==> src/rtl/maze_probe.sv <==
// Frame-triggered maze probe: samples the tile code next to each side of the player via a maze ROM.
// Optional `TUNNEL_PASS_EN: out-of-range L/R probes within the tunnel rows report open (5'h00).
module maze_probe #(
  parameter int TILE      = 14,
  parameter int MAZE_COLS = 28,
  parameter int MAZE_ROWS = 31,
  parameter int TUN_Y_MIN = 195,
  parameter int TUN_Y_MAX = 223
) (
  input  logic       Clk,
  input  logic       Reset_n,
  input  logic       frame_clk,
  input  logic [9:0] BallX,
  input  logic [9:0] BallY,
  input  logic [9:0] BallS,
  output logic [9:0] rom_addr,
  input  logic [4:0] rom_data,
  output logic [4:0] mapL,
  output logic [4:0] mapR,
  output logic [4:0] mapT,
  output logic [4:0] mapB,
  output logic       probe_valid
);

  localparam int          PIX_W  = TILE * MAZE_COLS;
  localparam int          PIX_H  = TILE * MAZE_ROWS;
  localparam logic [9:0]  COLS_V = 10'(MAZE_COLS);
  localparam logic [9:0]  TILE_V = 10'(TILE);
  localparam logic [4:0]  BLOCKED = 5'h1F;

  typedef enum logic [2:0] {
    IDLE, CAPTURE, CALC, DIV, ADDR, WAIT, LATCH, DONE
  } state_t;

  typedef enum logic [1:0] {DIR_L, DIR_R, DIR_T, DIR_B} dir_t;

  state_t r_state, w_next;
  dir_t   r_dir;

  logic       r_fs1, r_fs2, r_fs3;
  logic       r_pend;
  logic [9:0] r_x, r_y, r_s;
  logic [9:0] r_remx, r_remy, r_qx, r_qy;
  logic       r_oor;
  logic [9:0] r_rom_addr;
  logic [4:0] r_sh [4];
  logic [4:0] r_mapL, r_mapR, r_mapT, r_mapB;
  logic       r_valid;

  logic               w_event;
  logic signed [10:0] w_x, w_y, w_s1, w_px, w_py;
  logic               w_oor;
  logic               w_x_done, w_y_done;
  logic [9:0]         w_rom_addr;
  logic [4:0]         w_oor_code, w_code;

  assign w_event = r_fs2 & ~r_fs3;

  assign w_x  = signed'({1'b0, r_x});
  assign w_y  = signed'({1'b0, r_y});
  assign w_s1 = signed'({1'b0, r_s}) + 11'sd1;

  always_comb begin
    w_px = w_x;
    w_py = w_y;
    case (r_dir)
      DIR_L:   w_px = w_x - w_s1;
      DIR_R:   w_px = w_x + w_s1;
      DIR_T:   w_py = w_y - w_s1;
      default: w_py = w_y + w_s1;
    endcase
  end

  assign w_oor = w_px[10] | w_py[10] | (w_px[9:0] >= 10'(PIX_W)) | (w_py[9:0] >= 10'(PIX_H));

  assign w_x_done = r_remx < TILE_V;
  assign w_y_done = r_remy < TILE_V;

  // row*MAZE_COLS as a sum of shifted rows, one term per set bit of the constant
  always_comb begin
    w_rom_addr = r_qx;
    for (int unsigned i = 0; i < 10; i++) begin
      if (COLS_V[i]) w_rom_addr = w_rom_addr + (r_qy << i);
    end
  end

`ifdef TUNNEL_PASS_EN
  assign w_oor_code = ((r_dir == DIR_L || r_dir == DIR_R) &&
                       int'(w_py) >= TUN_Y_MIN && int'(w_py) <= TUN_Y_MAX) ? 5'h00 : BLOCKED;
`else
  assign w_oor_code = BLOCKED;
`endif

  assign w_code = r_oor ? w_oor_code : rom_data;

  always_comb begin
    w_next = r_state;
    case (r_state)
      IDLE:    if (w_event) w_next = CAPTURE;
      CAPTURE: w_next = CALC;
      CALC:    w_next = w_oor ? LATCH : DIV;
      DIV:     if (w_x_done && w_y_done) w_next = ADDR;
      ADDR:    w_next = WAIT;
      WAIT:    w_next = LATCH;
      LATCH:   w_next = (r_dir == DIR_B) ? DONE : CALC;
      DONE:    w_next = (r_pend || w_event) ? CAPTURE : IDLE;
      default: w_next = IDLE;
    endcase
  end

  always_ff @(posedge Clk or negedge Reset_n) begin
    if (!Reset_n) begin
      r_state <= IDLE;
      r_fs1   <= 1'b0;
      r_fs2   <= 1'b0;
      r_fs3   <= 1'b0;
      r_pend  <= 1'b0;
    end else begin
      r_state <= w_next;
      r_fs1   <= frame_clk;
      r_fs2   <= r_fs1;
      r_fs3   <= r_fs2;
      if (r_state == DONE)                  r_pend <= 1'b0;
      else if (r_state != IDLE && w_event)  r_pend <= 1'b1;
    end
  end

  always_ff @(posedge Clk or negedge Reset_n) begin
    if (!Reset_n) begin
      r_dir      <= DIR_L;
      r_x        <= '0;
      r_y        <= '0;
      r_s        <= '0;
      r_remx     <= '0;
      r_remy     <= '0;
      r_qx       <= '0;
      r_qy       <= '0;
      r_oor      <= 1'b0;
      r_rom_addr <= '0;
      for (int unsigned i = 0; i < 4; i++) r_sh[i] <= BLOCKED;
      r_mapL     <= BLOCKED;
      r_mapR     <= BLOCKED;
      r_mapT     <= BLOCKED;
      r_mapB     <= BLOCKED;
      r_valid    <= 1'b0;
    end else begin
      r_valid <= 1'b0;
      case (r_state)
        CAPTURE: begin
          r_x   <= BallX;
          r_y   <= BallY;
          r_s   <= BallS;
          r_dir <= DIR_L;
        end
        CALC: begin
          r_oor  <= w_oor;
          r_remx <= w_px[9:0];
          r_remy <= w_py[9:0];
          r_qx   <= '0;
          r_qy   <= '0;
        end
        DIV: begin
          if (!w_x_done) begin
            r_remx <= r_remx - TILE_V;
            r_qx   <= r_qx + 10'd1;
          end
          if (!w_y_done) begin
            r_remy <= r_remy - TILE_V;
            r_qy   <= r_qy + 10'd1;
          end
        end
        ADDR: r_rom_addr <= w_rom_addr;
        LATCH: begin
          r_sh[r_dir] <= w_code;
          r_dir       <= dir_t'(r_dir + 2'd1);
          // Outputs load on entry to DONE so maps and strobe are both valid during DONE
          if (r_dir == DIR_B) begin
            r_mapL  <= r_sh[DIR_L];
            r_mapR  <= r_sh[DIR_R];
            r_mapT  <= r_sh[DIR_T];
            r_mapB  <= w_code;
            r_valid <= 1'b1;
          end
        end
        default: ;
      endcase
    end
  end

  assign rom_addr    = r_rom_addr;
  assign mapL        = r_mapL;
  assign mapR        = r_mapR;
  assign mapT        = r_mapT;
  assign mapB        = r_mapB;
  assign probe_valid = r_valid;

endmodule

==> config.mk <==
export PLATFORM = sky130hd
export DESIGN_NAME = maze_probe
export DESIGN_NICKNAME = d
export VERILOG_FILES = /design/src/rtl/maze_probe.sv
export SDC_FILE = /design/constraint.sdc
export NUM_CORES = 1
export LEC_CHECK = 0
export ABC_CLOCK_PERIOD_IN_PS = 5700
export CELL_PAD_IN_SITES_DETAIL_PLACEMENT = 1
export CELL_PAD_IN_SITES_GLOBAL_PLACEMENT = 1
export CORE_UTILIZATION = 30
export DETAILED_ROUTE_END_ITERATION = 12
export GPL_TIMING_DRIVEN = 0
export PLACE_DENSITY_LB_ADDON = 0.2
export SLEW_MARGIN = 30
export SYNTH_ARGS = -nofsm -noshare
export SYNTH_HDL_FRONTEND = slang
export SYNTH_SLANG_ARGS = --single-unit
==> constraint.sdc <==
create_clock -name Clk -period 5.7 [get_ports Clk]
set_input_delay 1.425 -clock Clk [delete_from_list [all_inputs] [get_ports Clk]]
set_output_delay 1.425 -clock Clk [all_outputs]
set_load 0.01 [all_outputs]
==> results.toml <==
[logic_synthesis]
synth_cells = 772
syn_nets = 862
synth_top_flop_cell = "dfrtp_1"
synth-seq-area-share_pct = 41.35
synth_edf_count = 0
yosysMostFrequentCell = "dfrtp_1"
async_flop_share_pct = 100.0
synth_area_sq_um = 7490
synth.yosys.warnings = 0
synth.top_cell.area_share_pct = 29.07
synth.distinct_cells = 70
synth_common_cells = "dfrtp_1 (87), nand2_1 (82), nor2_1 (81), o21ai_0 (67), mux2_2 (48)"
synth.avg_cell_area_sq_um = 9.702
synthTopCellsByArea = "dfrtp_1 (29%), dfstp_2 (12%), mux2_2 (7.2%), ha_1 (6.3%), o21ai_0 (4.5%)"
yosys.area.top_type = "dfrtp_1"
synth-seq-cells = 122

[worst_hold_path]
hp-class = "reg2reg"

[clock_tree]
insertion_delay_ps = 440
clock-root-buffer = "clkbuf_16"
htreeDepth = 4
postCtsResizedCells = 0
clk_path_buf_depth = 2
ctsHoldBuffers = 0
cts_sinks = 122
clk_pin_slew_worst_paths_ps = 60
numCtsBuffers = 17
cts_tree = "built"
post_cts_buffers = 0

[setup_path]
cp.required_ps = 6040
critical_path_arrival_ps = 4810
worst_setup_path_start_kind = "register"
crit_type = "reg2reg"
crit_fanout = 9
end_kind = "register"
r2r_end = "r_state[2]"
crit_path_start = "r_s[1]"
endpoint = "r_state[2]"
reg2regPathDepth = 16
r2r_start = "r_s[1]"
ff2ff_setup_slack_ps = 1220

[global_routing]
grt_max_degree = 81
antenna_found_initial = 0
grt_overflow = 0
first_global_vias = 6188
grt_pass1_wl_um = 32420
grt_usage_pct = 16.00

[timing]
setup_viol = 0
worst_pin_slew_ps = 827.6
finClkSkew_ps = 17.26
rsz0062_at_grt = "false"
max-slew-margin-rel_pct = 44.62
max_freq_mhz = 223.4
hold_viol = 0
fin_crit_sh_pct = 78.54
finalMaxSlewViolations = 0
min_period_ps = 4477

[detailed_routing]
wl_per_cell_um = 16.13
drt-vias-per-instance = 4.924
ant_nets = 0
wl_um = 19310
firstDrtPassIters = 4
drcViolationCount = 0
vias = 5894
dr.first_iter.drc_count = 202

[layout]
instances_no_fill = 1197
areaGrowthSynthToFinish_pct = 23.12
antenna_cells = 0
register_area_sq_um = 3097
design_area_sq_um = 9221
multiInputGateArea_sq_um = 4195
final_nets = 950
drive_gt1_share_pct = 15.23
nFillCells = 2826

[floorplanning]
start_util_pct = 30.71
die_w_um = 160.0
die_y_um = 160.0
die_area_sq_um = 25600
core-area_sq_um = 24390
std_cell_rows = 57
ios = 69

[placement]
placedCellCount = 1165
detailed_place_hpwl_um = 14440
numPortBuffers = 68
gp_congestion = 0.8086
dpl_cell_area_sq_um = 8613

[pwr]
pwr_density_cell_nw_per_um2 = 729.7
vdd_drop_max_mv = 0.2744
p_leak_nw = 3.952

[run_status]
status = "complete, no violations"

[run]
drv_cap = 0
[power breakdown]
group	leakage (nW)	internal, mW	total [mW]	switching (mW)
registers	1.46	1.30	1.61	0.313
clock network	0.301	0.682	1.14	0.455
logic	2.19	1.73	3.98	2.25
total	3.95	3.71	6.73	3.02
[registers in the layout (all words and copies together) (netlist names), 8 cells and up]
name	cells
r_remy	9
r_qy	8
r_s	10
rom_addr	10
r_x	10
r_sh	15
r_remx	9
r_y	10
r_qx	10
[stage by stage]
step           power, mW  hold WS (ps)  utilization, %  setup TNS (ps)  setup WS, ps
6_report           6.729         354.1           37.81               0          1223
2_1_floorplan      4.448         331.2               -               0          1898
4_1_cts            6.816         365.3           37.81               0          1212
3_3_place_gp       5.559         337.9           35.16         -174920         -1911
5_1_grt            7.339         380.9           37.81               0         902.4
3_5_place_dp       5.639         343.4           35.31               0          1239
[per-layer routing]
layer / wire length [um] / track usage, % / part of all wire, %
met1: 9491 / 20.95 / 49
met2: 9115 / 26.48 / 47
met3: 482 / 3.377 / 2.5
met4: 219 / 4.675 / 1.1
met5: 0 / 0 / 0
[critical path, stage by stage, from the launching register on]
cell and delay, ps:
dfrtp_1 480, ha_1 330, or4b_4 520, o31ai_4 80, a21boi_4 270, nor2_1 70
xnor2_1 230, ha_1 350, a211oi_1 390, o211ai_1 200, a31o_1 250, a21oi_1 180
xnor2_1 210, mux2i_1 230, nand2_1 60, and4bb_1 280, a211oi_1 220
[cells in the final DEF (no fill, tap or decap), types with 14 or more instances in the layout]
| cell type | instances |
|---|---|
| inv_1 | 22 |
| a21oi_1 | 39 |
| dfrtp_1 | 87 |
| clkdlybuf4s50_1 | 67 |
| clkbuf_16 | 18 |
| xnor2_1 | 30 |
| clkbuf_1 | 22 |
| nand2_1 | 82 |
| nor2_1 | 81 |
| ha_1 | 38 |
| o21ai_0 | 67 |
| nor3_1 | 15 |
| dfstp_2 | 35 |
| nand3_1 | 18 |
| mux2_2 | 48 |
| fa_1 | 14 |
| xor2_1 | 30 |
[how the worst min path moves through the flow]
stage,from,endpoint,slack [ps],cells after the start
floorplan,r_fs1,r_fs2,330,0
global placement,r_fs1,r_fs2,340,0
detailed placement,r_fs1,r_fs2,340,0
CTS,r_fs1,r_fs2,370,0
global route,r_fs1,r_fs2,380,0
finish,r_fs1,r_fs2,350,0
[final cells by class]
type | count | share of cell area, %
Tap cell | 324 | 4.396
Timing Repair Buffer | 69 | 7.734
Clock buffer | 19 | 4.925
Sequential cell | 122 | 33.58
Clock inverter | 13 | 1.669
Buffer | 28 | 1.303
Inverter | 22 | 0.8955
Multi-Input combinational cell | 600 | 45.50
[kinds of logic after synthesis]
logic type,Yosys count,share of synthesized area [%]
multiplexers,53,7.885
XOR/XNOR,61,7.234
flip-flops,122,41.35
AO/OA/AOI/OAI,178,14.82
adder cells (fa/ha/maj),52,10.09
AND/OR/NAND/NOR,256,15.92
buffers and inverters,50,2.706
(Power assumes the default switching activity.)
